<file path="src/rtl/elevator_pkg.sv">
// Shared controller types for the elevator subsystem.
package elevator_pkg;

    typedef enum logic {
        UP   = 1'b0,
        DOWN = 1'b1
    } direction_t;

    typedef enum logic {
        GO   = 1'b0,
        STOP = 1'b1
    } engine_op_t;

    typedef enum logic {
        CLOSE = 1'b0,
        OPEN  = 1'b1
    } doors_op_t;

endpackage

</file>
<file path="src/rtl/request_scheduler.sv">
// Request scheduler: latches per-floor button presses into a pending bitmap and
// presents one SCAN-ordered target floor (one-hot) to the elevator controller.
module request_scheduler
    import elevator_pkg::*;
#(
    parameter int unsigned FLOORS  = 5,
    parameter bit          ENROUTE = 1'b1
) (
    input  logic              clk,
    input  logic              rst,
    input  logic [FLOORS-1:0] buttonPress,
    input  logic [FLOORS-1:0] currentFloor,
    input  direction_t        direction,
    input  engine_op_t        engineOp,
    input  doors_op_t         doorsOp,
    output logic [FLOORS-1:0] requestFloor,
    output logic [FLOORS-1:0] pendingMask,
    output logic              floorErr
);

    localparam int unsigned IDX_W = (FLOORS > 1) ? $clog2(FLOORS) : 1;

    typedef enum logic {
        S_IDLE = 1'b0,
        S_HOLD = 1'b1
    } state_t;

    state_t             state;

    logic               cur_onehot;
    logic [FLOORS-1:0]  service;
    logic [FLOORS-1:0]  pending_next;
    logic [IDX_W-1:0]   cur_idx;
    logic [IDX_W-1:0]   tgt_idx;
    logic               above_hit;
    logic [IDX_W-1:0]   above_idx;
    logic               below_hit;
    logic [IDX_W-1:0]   below_idx;
    logic               sel_valid;
    logic [IDX_W-1:0]   sel_idx;
    logic [FLOORS-1:0]  sel_onehot;
    logic               nearer;
    logic               retarget;

    // Car position sanity and service detection; a corrupt position never serves.
    always_comb begin
        cur_onehot   = (currentFloor != '0) &&
                       ((currentFloor & (currentFloor - FLOORS'(1))) == '0);
        service      = (cur_onehot && engineOp == STOP && doorsOp == OPEN) ? currentFloor : '0;
        pending_next = (pendingMask | buttonPress) & ~service;
    end

    // Encode car and target positions to indices (inputs assumed one-hot when used).
    always_comb begin
        cur_idx = '0;
        tgt_idx = '0;
        for (int unsigned i = 0; i < FLOORS; i++) begin
            if (currentFloor[i]) cur_idx = cur_idx | IDX_W'(i);
            if (requestFloor[i]) tgt_idx = tgt_idx | IDX_W'(i);
        end
    end

    // Nearest pending floor above (lowest) and below (highest) the car.
    always_comb begin
        above_hit = 1'b0;
        above_idx = '0;
        below_hit = 1'b0;
        below_idx = '0;
        for (int unsigned i = 0; i < FLOORS; i++) begin
            if (pendingMask[i] && (IDX_W'(i) > cur_idx) && !above_hit) begin
                above_hit = 1'b1;
                above_idx = IDX_W'(i);
            end
            if (pendingMask[i] && (IDX_W'(i) < cur_idx)) begin
                below_hit = 1'b1;
                below_idx = IDX_W'(i);
            end
        end
    end

    // SCAN selection: current floor, then ahead in direction, then nearest behind.
    always_comb begin
        sel_valid = 1'b0;
        sel_idx   = '0;
        if (cur_onehot) begin
            if ((pendingMask & currentFloor) != '0) begin
                sel_valid = 1'b1;
                sel_idx   = cur_idx;
            end else if (direction == UP) begin
                if (above_hit) begin
                    sel_valid = 1'b1;
                    sel_idx   = above_idx;
                end else if (below_hit) begin
                    sel_valid = 1'b1;
                    sel_idx   = below_idx;
                end
            end else begin
                if (below_hit) begin
                    sel_valid = 1'b1;
                    sel_idx   = below_idx;
                end else if (above_hit) begin
                    sel_valid = 1'b1;
                    sel_idx   = above_idx;
                end
            end
        end
        sel_onehot = sel_valid ? (FLOORS'(1) << sel_idx) : '0;
    end

    // En-route retarget: only while stopped with doors not open, and only strictly nearer.
    always_comb begin
        if (direction == UP) begin
            nearer = (sel_idx >= cur_idx) && (sel_idx < tgt_idx);
        end else begin
            nearer = (sel_idx <= cur_idx) && (sel_idx > tgt_idx);
        end
        retarget = ENROUTE && (engineOp == STOP) && (doorsOp != OPEN) && sel_valid && nearer;
    end

    // Pending bitmap, sticky position error and the IDLE/HOLD target register.
    always_ff @(posedge clk) begin
        if (rst) begin
            state        <= S_IDLE;
            requestFloor <= '0;
            pendingMask  <= '0;
            floorErr     <= 1'b0;
        end else begin
            pendingMask <= pending_next;
            if (!cur_onehot) begin
                floorErr <= 1'b1;
            end
            case (state)
                S_IDLE: begin
                    if ((pendingMask != '0) && sel_valid) begin
                        requestFloor <= sel_onehot;
                        state        <= S_HOLD;
                    end
                end
                S_HOLD: begin
                    if ((service & requestFloor) != '0) begin
                        requestFloor <= '0;
                        state        <= S_IDLE;
                    end else if (retarget) begin
                        requestFloor <= sel_onehot;
                    end
                end
                default: begin
                    requestFloor <= '0;
                    state        <= S_IDLE;
                end
            endcase
        end
    end

endmodule
</file>
<file path="config.mk">
export PLATFORM = sky130hd
export DESIGN_NAME = request_scheduler
export DESIGN_NICKNAME = d
export VERILOG_FILES = /design/src/rtl/elevator_pkg.sv /design/src/rtl/request_scheduler.sv
export SDC_FILE = /design/constraint.sdc
export NUM_CORES = 1
export LEC_CHECK = 0
export CAP_MARGIN = 20
export CORE_MARGIN = 2
export CORE_UTILIZATION = 55
export CTS_BUF_LIST = sky130_fd_sc_hd__clkbuf_4 sky130_fd_sc_hd__clkbuf_8
export CTS_CLUSTER_SIZE = 20
export DETAILED_ROUTE_END_ITERATION = 7
export GPL_ROUTABILITY_DRIVEN = 0
export MAX_ROUTING_LAYER = met4
export PLACE_DENSITY = 0.87
export SLEW_MARGIN = 25
export SYNTH_ARGS = -nofsm -noshare
export SYNTH_HDL_FRONTEND = slang
export SYNTH_SLANG_ARGS = --single-unit
</file>
<file path="constraint.sdc">
create_clock -name clk -period 12.8 [get_ports clk]
set_clock_uncertainty 0.2 [all_clocks]
set_input_delay 3.84 -clock clk [delete_from_list [all_inputs] [get_ports clk]]
set_output_delay 3.84 -clock clk [all_outputs]
set_load 0.1 [all_outputs]
</file>
==> Yosys cells after proc, flatten, opt, wreduce, memory -nomap -nowiden <==
Index checks and enable logic that the tools add are counted.
W data, S select, Z words.
{ "word_totals": {"inputBits": 15, "word_cells": 113, "output_inout_bits": 11, "reg_bits": 12} }
{ "op_classes": {"magnitude_cmp": 14, "eq_ne": 2, "bitwise": 8, "shifts": 1, "n_reduce_logical": 33, "n_mux": 50, "addsub": 1} }
{ "ops": {"columns": ["cell", "n"], "rows": [
  ["$mux W3", 15],
  ["$mux W5", 5],
  ["$mux W1", 24],
  ["$logic_and A1 B1 Y1", 23],
  ["$and A5 B5 Y5", 4],
  ["$reduce_bool A5 Y1", 4],
  ["$pmux W5 S2", 1],
  ["$mux W2", 4],
  ["$gt A1 B3 Y1 const A", 2],
  ["$gt A2 B3 Y1 const A", 2],
  ["$lt A1 B3 Y1 const A", 2],
  ["$lt A2 B3 Y1 const A", 2],
  ["$logic_not A5 Y1", 1],
  ["$not A5 Y5", 1],
  ["$or A5 B5 Y5", 1],
  ["$shl A1 B3 Y5 const A", 1],
  ["$sub A5 B1 Y5 const B", 1],
  ["$logic_not A1 Y1", 4],
  ["$ge A3 B3 Y1", 1],
  ["$gt A3 B3 Y1", 1],
  ["$gt A3 B3 Y1 const A", 1],
  ["$le A3 B3 Y1", 1],
  ["$lt A3 B3 Y1", 1],
  ["$lt A3 B3 Y1 const A", 1],
  ["5 further kinds", 6]
]} }

==> Longest topological paths before layout <==
{ "logic_depth": {"word_depth": 31, "ltp_mapped": 15, "depth_no_buf": 13} }

==> Worst setup path before layout <==
OpenSTA, ideal clock, no wires.
{ "synth_timing": {"kind": "input-to-reg", "start": "in currentFloor[1]", "end": "reg requestFloor[4]", "n_path_buf": 1, "path_slack_ps": 5716, "stages": 13, "setup_time_ps": 118, "required_ps": 12482, "t_arrival_ps": 6766, "cell_sequence": "buf_2 nor2_1 o21ai_1 a211o_1 a211o_1 and2_1 ha_1 nor2b_1 o21a_1 or4_4 o221a_4 or2_4 a32o_2"} }
{ "synth_between": {"elab_chain_len": 30, "word_cells_on_any_way": 95, "cone_classes": "add/sub: 1; order compare: 14; eq/ne: 2; shift: 1; mux: 43; bitwise: 3; reduce/logical: 31"} }
{ "synth_rtl": {"columns": ["item", "line_no", "rtl"], "rows": [
  ["start, declared", "request_scheduler.sv:12", "input logic [FLOORS-1:0] currentFloor,"],
  ["$mux W1", "request_scheduler.sv:58", "if (currentFloor[i]) cur_idx = cur_idx | IDX_W'(i);"],
  ["$mux W2 (2 in a row)", "request_scheduler.sv:58", null],
  ["$mux W3", "request_scheduler.sv:58", null],
  ["$gt A1 B3 Y1", "request_scheduler.sv:70", "if (pendingMask[i] && (IDX_W'(i) > cur_idx) && !above_hit) begin"],
  ["$logic_and A1 B1 Y1", "request_scheduler.sv:70", null],
  ["$mux W1", "request_scheduler.sv:70", null],
  ["$logic_not A1 Y1", "request_scheduler.sv:70", null],
  ["$logic_and A1 B1 Y1", "request_scheduler.sv:70", null],
  ["[13 not listed]", null, null],
  ["$mux W3", "request_scheduler.sv:86", "if ((pendingMask & currentFloor) != '0) begin"],
  ["$mux W3", "request_scheduler.sv:85", "if (cur_onehot) begin"],
  ["$ge A3 B3 Y1 (tied with other cells)", "request_scheduler.sv:113", "nearer = (sel_idx >= cur_idx) && (sel_idx < tgt_idx);"],
  ["$logic_and A1 B1 Y1 (on tied branches)", "request_scheduler.sv:113, request_scheduler.sv:115", null],
  ["$mux W1", "request_scheduler.sv:112", "if (direction == UP) begin"],
  ["$logic_and A1 B1 Y1", "request_scheduler.sv:117", "retarget = ENROUTE && (engineOp == STOP) && (doorsOp != OPEN) && sel_valid && nearer;"],
  ["$ne A3 B1 Y1 (no source line)", null, null],
  ["$reduce_and A2 Y1 (no source line)", null, null],
  ["end signal, assigned", "request_scheduler.sv:135", "requestFloor <= sel_onehot;"],
  ["end signal, assigned", "request_scheduler.sv:144", "requestFloor <= sel_onehot;"],
  ["end, declared", "request_scheduler.sv:16", "output logic [FLOORS-1:0] requestFloor,"]
]} }
Several ways; a longest one is shown, not always the timed one. The select of a mux whose other input is x is not followed.
A chain may end at the register's enable or synchronous reset.

==> Worst setup path in the final report <==
{ "layout_timing": {"start": "in currentFloor[2]", "end": "reg requestFloor[0]"} }
{ "layout_between": {"elab_chain_len": 29, "word_cells_on_any_way": 94, "cone_classes": "add/sub: 1; order compare: 14; eq/ne: 2; shift: 1; mux: 42; bitwise: 3; reduce/logical: 31"} }
{ "layout_rtl": {"columns": ["item", "line_no"], "rows": [
  ["$mux W2 (2 in a row)", "request_scheduler.sv:58"],
  ["$mux W3", "request_scheduler.sv:58"],
  ["$gt A1 B3 Y1", "request_scheduler.sv:70"],
  ["$logic_and A1 B1 Y1", "request_scheduler.sv:70"],
  ["$mux W1", "request_scheduler.sv:70"],
  ["$logic_not A1 Y1", "request_scheduler.sv:70"],
  ["$logic_and A1 B1 Y1", "request_scheduler.sv:70"],
  ["$mux W1", "request_scheduler.sv:70"],
  ["[12 not listed]", null],
  ["$mux W3", "request_scheduler.sv:86"],
  ["$mux W3", "request_scheduler.sv:85"],
  ["$ge A3 B3 Y1 (tied with other cells)", "request_scheduler.sv:113"],
  ["$logic_and A1 B1 Y1 (on tied branches)", "request_scheduler.sv:113, request_scheduler.sv:115"],
  ["$mux W1", "request_scheduler.sv:112"],
  ["$logic_and A1 B1 Y1", "request_scheduler.sv:117"],
  ["$ne A3 B1 Y1 (no source line)", null],
  ["$reduce_and A2 Y1 (no source line)", null]
]} }
Several ways; a longest one is shown, not always the timed one. The select of a mux whose other input is x is not followed.

==> results.json <==
{
  "clock_sinks": 12,
  "totalPowerFinal_mw": 0.128,
  "die_h_um": 49.0,
  "port_buffers": 25,
  "multi_input_area_um2": 805,
  "routedWlPerCell_um": 16.6,
  "n_fill_cell": 152,
  "clk_latency_ns": 0.29,
  "dr.pass1.iters": 4,
  "crit_start": "currentFloor[2]",
  "report.final.slew_viol_count": 0,
  "synth-seq-area-share_pct": 21.6,
  "io_pins": 26,
  "finalWirelength_mm": 3.13,
  "grt_use_total_pct": 30.9,
  "yosys_register_bits": 12,
  "ir_drop_mv": 0.0767,
  "synth_cell_type_count": 49,
  "tightest_slew_ns": 0.983,
  "post_cts_buffers": 0,
  "rsz0062_at_grt": "no",
  "max_cap_violations": 0,
  "rows": 16,
  "async_flop_share_pct": 0,
  "crit_fanout": 12,
  "ys.warnings.count": 0,
  "worstReg2RegEnd": "requestFloor[0]",
  "regArea_um2": 240,
  "setup_tns_ns": 0,
  "ctsLongestPathBuffers": 2,
  "vias": 1223,
  "cts_max_level": 1,
  "grt_pass1_vias": 1207,
  "synth_ff_type": "dfxtp_1",
  "start_util_pct": 57.3,
  "hold-worst-slack_ns": 0.310,
  "synthCells": 139,
  "holdPathStages": 2,
  "post-route-min-period_ns": 7.70,
  "drt-initial-drc-count": 38,
  "final_area_um2": 1400,
  "timing.rr.start": "pendingMask[3]",
  "slew-limit-headroom_pct": 34.3,
  "reg2reg_depth": 12,
  "cts_root_buf": "clkbuf_4",
  "hold_class": "register to register",
  "grt_start_max_net_pins": 17,
  "syn_nets": 160,
  "grt_first_pass_wirelength_mm": 5.62,
  "ant_nets": 0,
  "place_hpwl_mm": 2.42,
  "synthesis.area_um2": 1110,
  "drive_gt1_share_pct": 12.4,
  "worst-setup-path-type": "primary input to register",
  "p_per_area_nw_per_um2": 91.2,
  "antenna_cells": 0,
  "fin_util_pct": 72.0,
  "tritoncts": "built",
  "core_um2": 1940,
  "place_area_um2": 1360,
  "cts_hold_buf": 0,
  "vias_per_cell": 6.51,
  "area_growth_pct": 25.8,
  "antenna_found_initial": 0,
  "layout.nets": 183,
  "run_status": "finished clean",
  "gr-total-overflow": 0,
  "p_leak_nw": 0.533,
  "cp-end-kind": "register",
  "die_w_um": 49.0,
  "drc_errors": 0,
  "fin_crit_sh_pct": 60.2,
  "reg2reg_setup_slack_ns": 8.93,
  "dieArea_um2": 2400,
  "hold_violations": 0,
  "fmax_ghz": 0.130,
  "cts-resized-gates": 0,
  "synth_edf_count": 0,
  "arrival_ns": 7.69,
  "hold_start": "floorErr",
  "finalSetupViolations": 0,
  "critPathLaunchType": "primary input",
  "cp.required_ns": 12.79,
  "hold_end": "floorErr",
  "path_clk_slew_ns": 0.07,
  "synth_area_per_cell_um2": 8.00,
  "cts_buffers": 3
}
## per-stage QoR
stage	setup slack, ns	std cells
after global placement	4.91	184
after floorplan	5.72	139
final	5.10	188
after global routing	4.93	188
after detailed placement	4.84	184
after CTS	5.13	188
## cell usage in the layout, fill, tap and decap left out, types with 3 or more instances in the layout
cell type / n
o21ai_0: 4
o211ai_1: 5
nand2_1: 8
nor2_1: 11
inv_1: 9
o31ai_1: 3
dfxtp_1: 12
a22oi_1: 3
a21oi_1: 14
nor2b_1: 8
o21ai_1: 3
clkdlybuf4s50_1: 25
clkbuf_4: 3
ha_1: 6
a211oi_1: 5
## power by group
group | total (mW) | leakage [nW] | switching [mW] | internal, mW
combinational | 0.0530 | 0.413 | 0.0344 | 0.0186
sequential | 0.0430 | 0.0991 | 0.00340 | 0.0396
clock | 0.0316 | 0.0210 | 0.0142 | 0.0174
total | 0.128 | 0.533 | 0.0520 | 0.0756
## worst max-delay path by stage
stage,endpoint,slack (ns)
final,requestFloor[0],5.10
after floorplan,requestFloor[4],5.72
after detailed placement,requestFloor[4],4.84
after CTS,requestFloor[0],5.13
after global placement,requestFloor[4],4.91
after global routing,requestFloor[2],4.93
## flip-flops by register name, indices dropped and copies added, names as in the netlist
register      count
state             1
requestFloor      5
pendingMask       5
floorErr          1
## worst max-delay path: stages
cell and delay (ns):
clkdlybuf4s50_1 0.66, nor2_2 0.33, a21oi_1 0.16, a211o_1 0.32, a211o_1 0.32, and2_1 0.16
ha_1 0.30, nor2b_1 0.14, o21a_1 0.18, or4_4 0.48, o221a_4 0.26, or2_4 0.26
o41ai_2 0.28
## layer usage
metal,global-route usage (%),share of wire [%]
met4,18.6,3.3
met2,47.5,48
met3,7.98,6.7
met5,-,0
met1,36.3,42
## synth_stat cells (all sizes together), types with 2 or more instances
library cell,n,area (µm²)
a211o,2,17.5
buf,7,33.8
o311a,3,31.3
a21oi,16,87.6
o41ai,2,32.5
nand2b,2,12.5
a22oi,3,22.5
or2,3,21.3
nand2,8,30.0
o211ai,6,50.1
o21ai,7,35.0
a211oi,5,37.5
inv,9,33.8
ha,6,75.1
a222oi,2,20.0
nor2,13,53.8
dfxtp,12,240
nor2b,8,50.1
o31ai,4,43.8
## layout make-up
class                           count  area share, %
Multi-Input combinational cell    111           57.5
Timing Repair Buffer               25           17.9
Sequential cell                    12           17.2
Clock buffer                        4           2.59
Inverter                            9           2.42
Tap cell                           27           2.42
## kinds of logic (layout without fill, tap and decap cells)
| group | count (synthesis) | after routing | share of synthesized area, % |
|---|---|---|---|
| AOI/OAI and AO/OA | 61 | 61 | 43.5 |
| xor gates and xnor gates | 1 | 1 | 0.788 |
| adders and majority gates | 6 | 6 | 6.75 |
| buffers and inverters | 16 | 38 | 6.07 |
| DFF | 12 | 12 | 21.6 |
| muxes | 1 | 1 | 0.900 |
| and+or+nand+nor | 42 | 42 | 20.4 |
No activity file was read; power rests on OpenSTA's default activity.
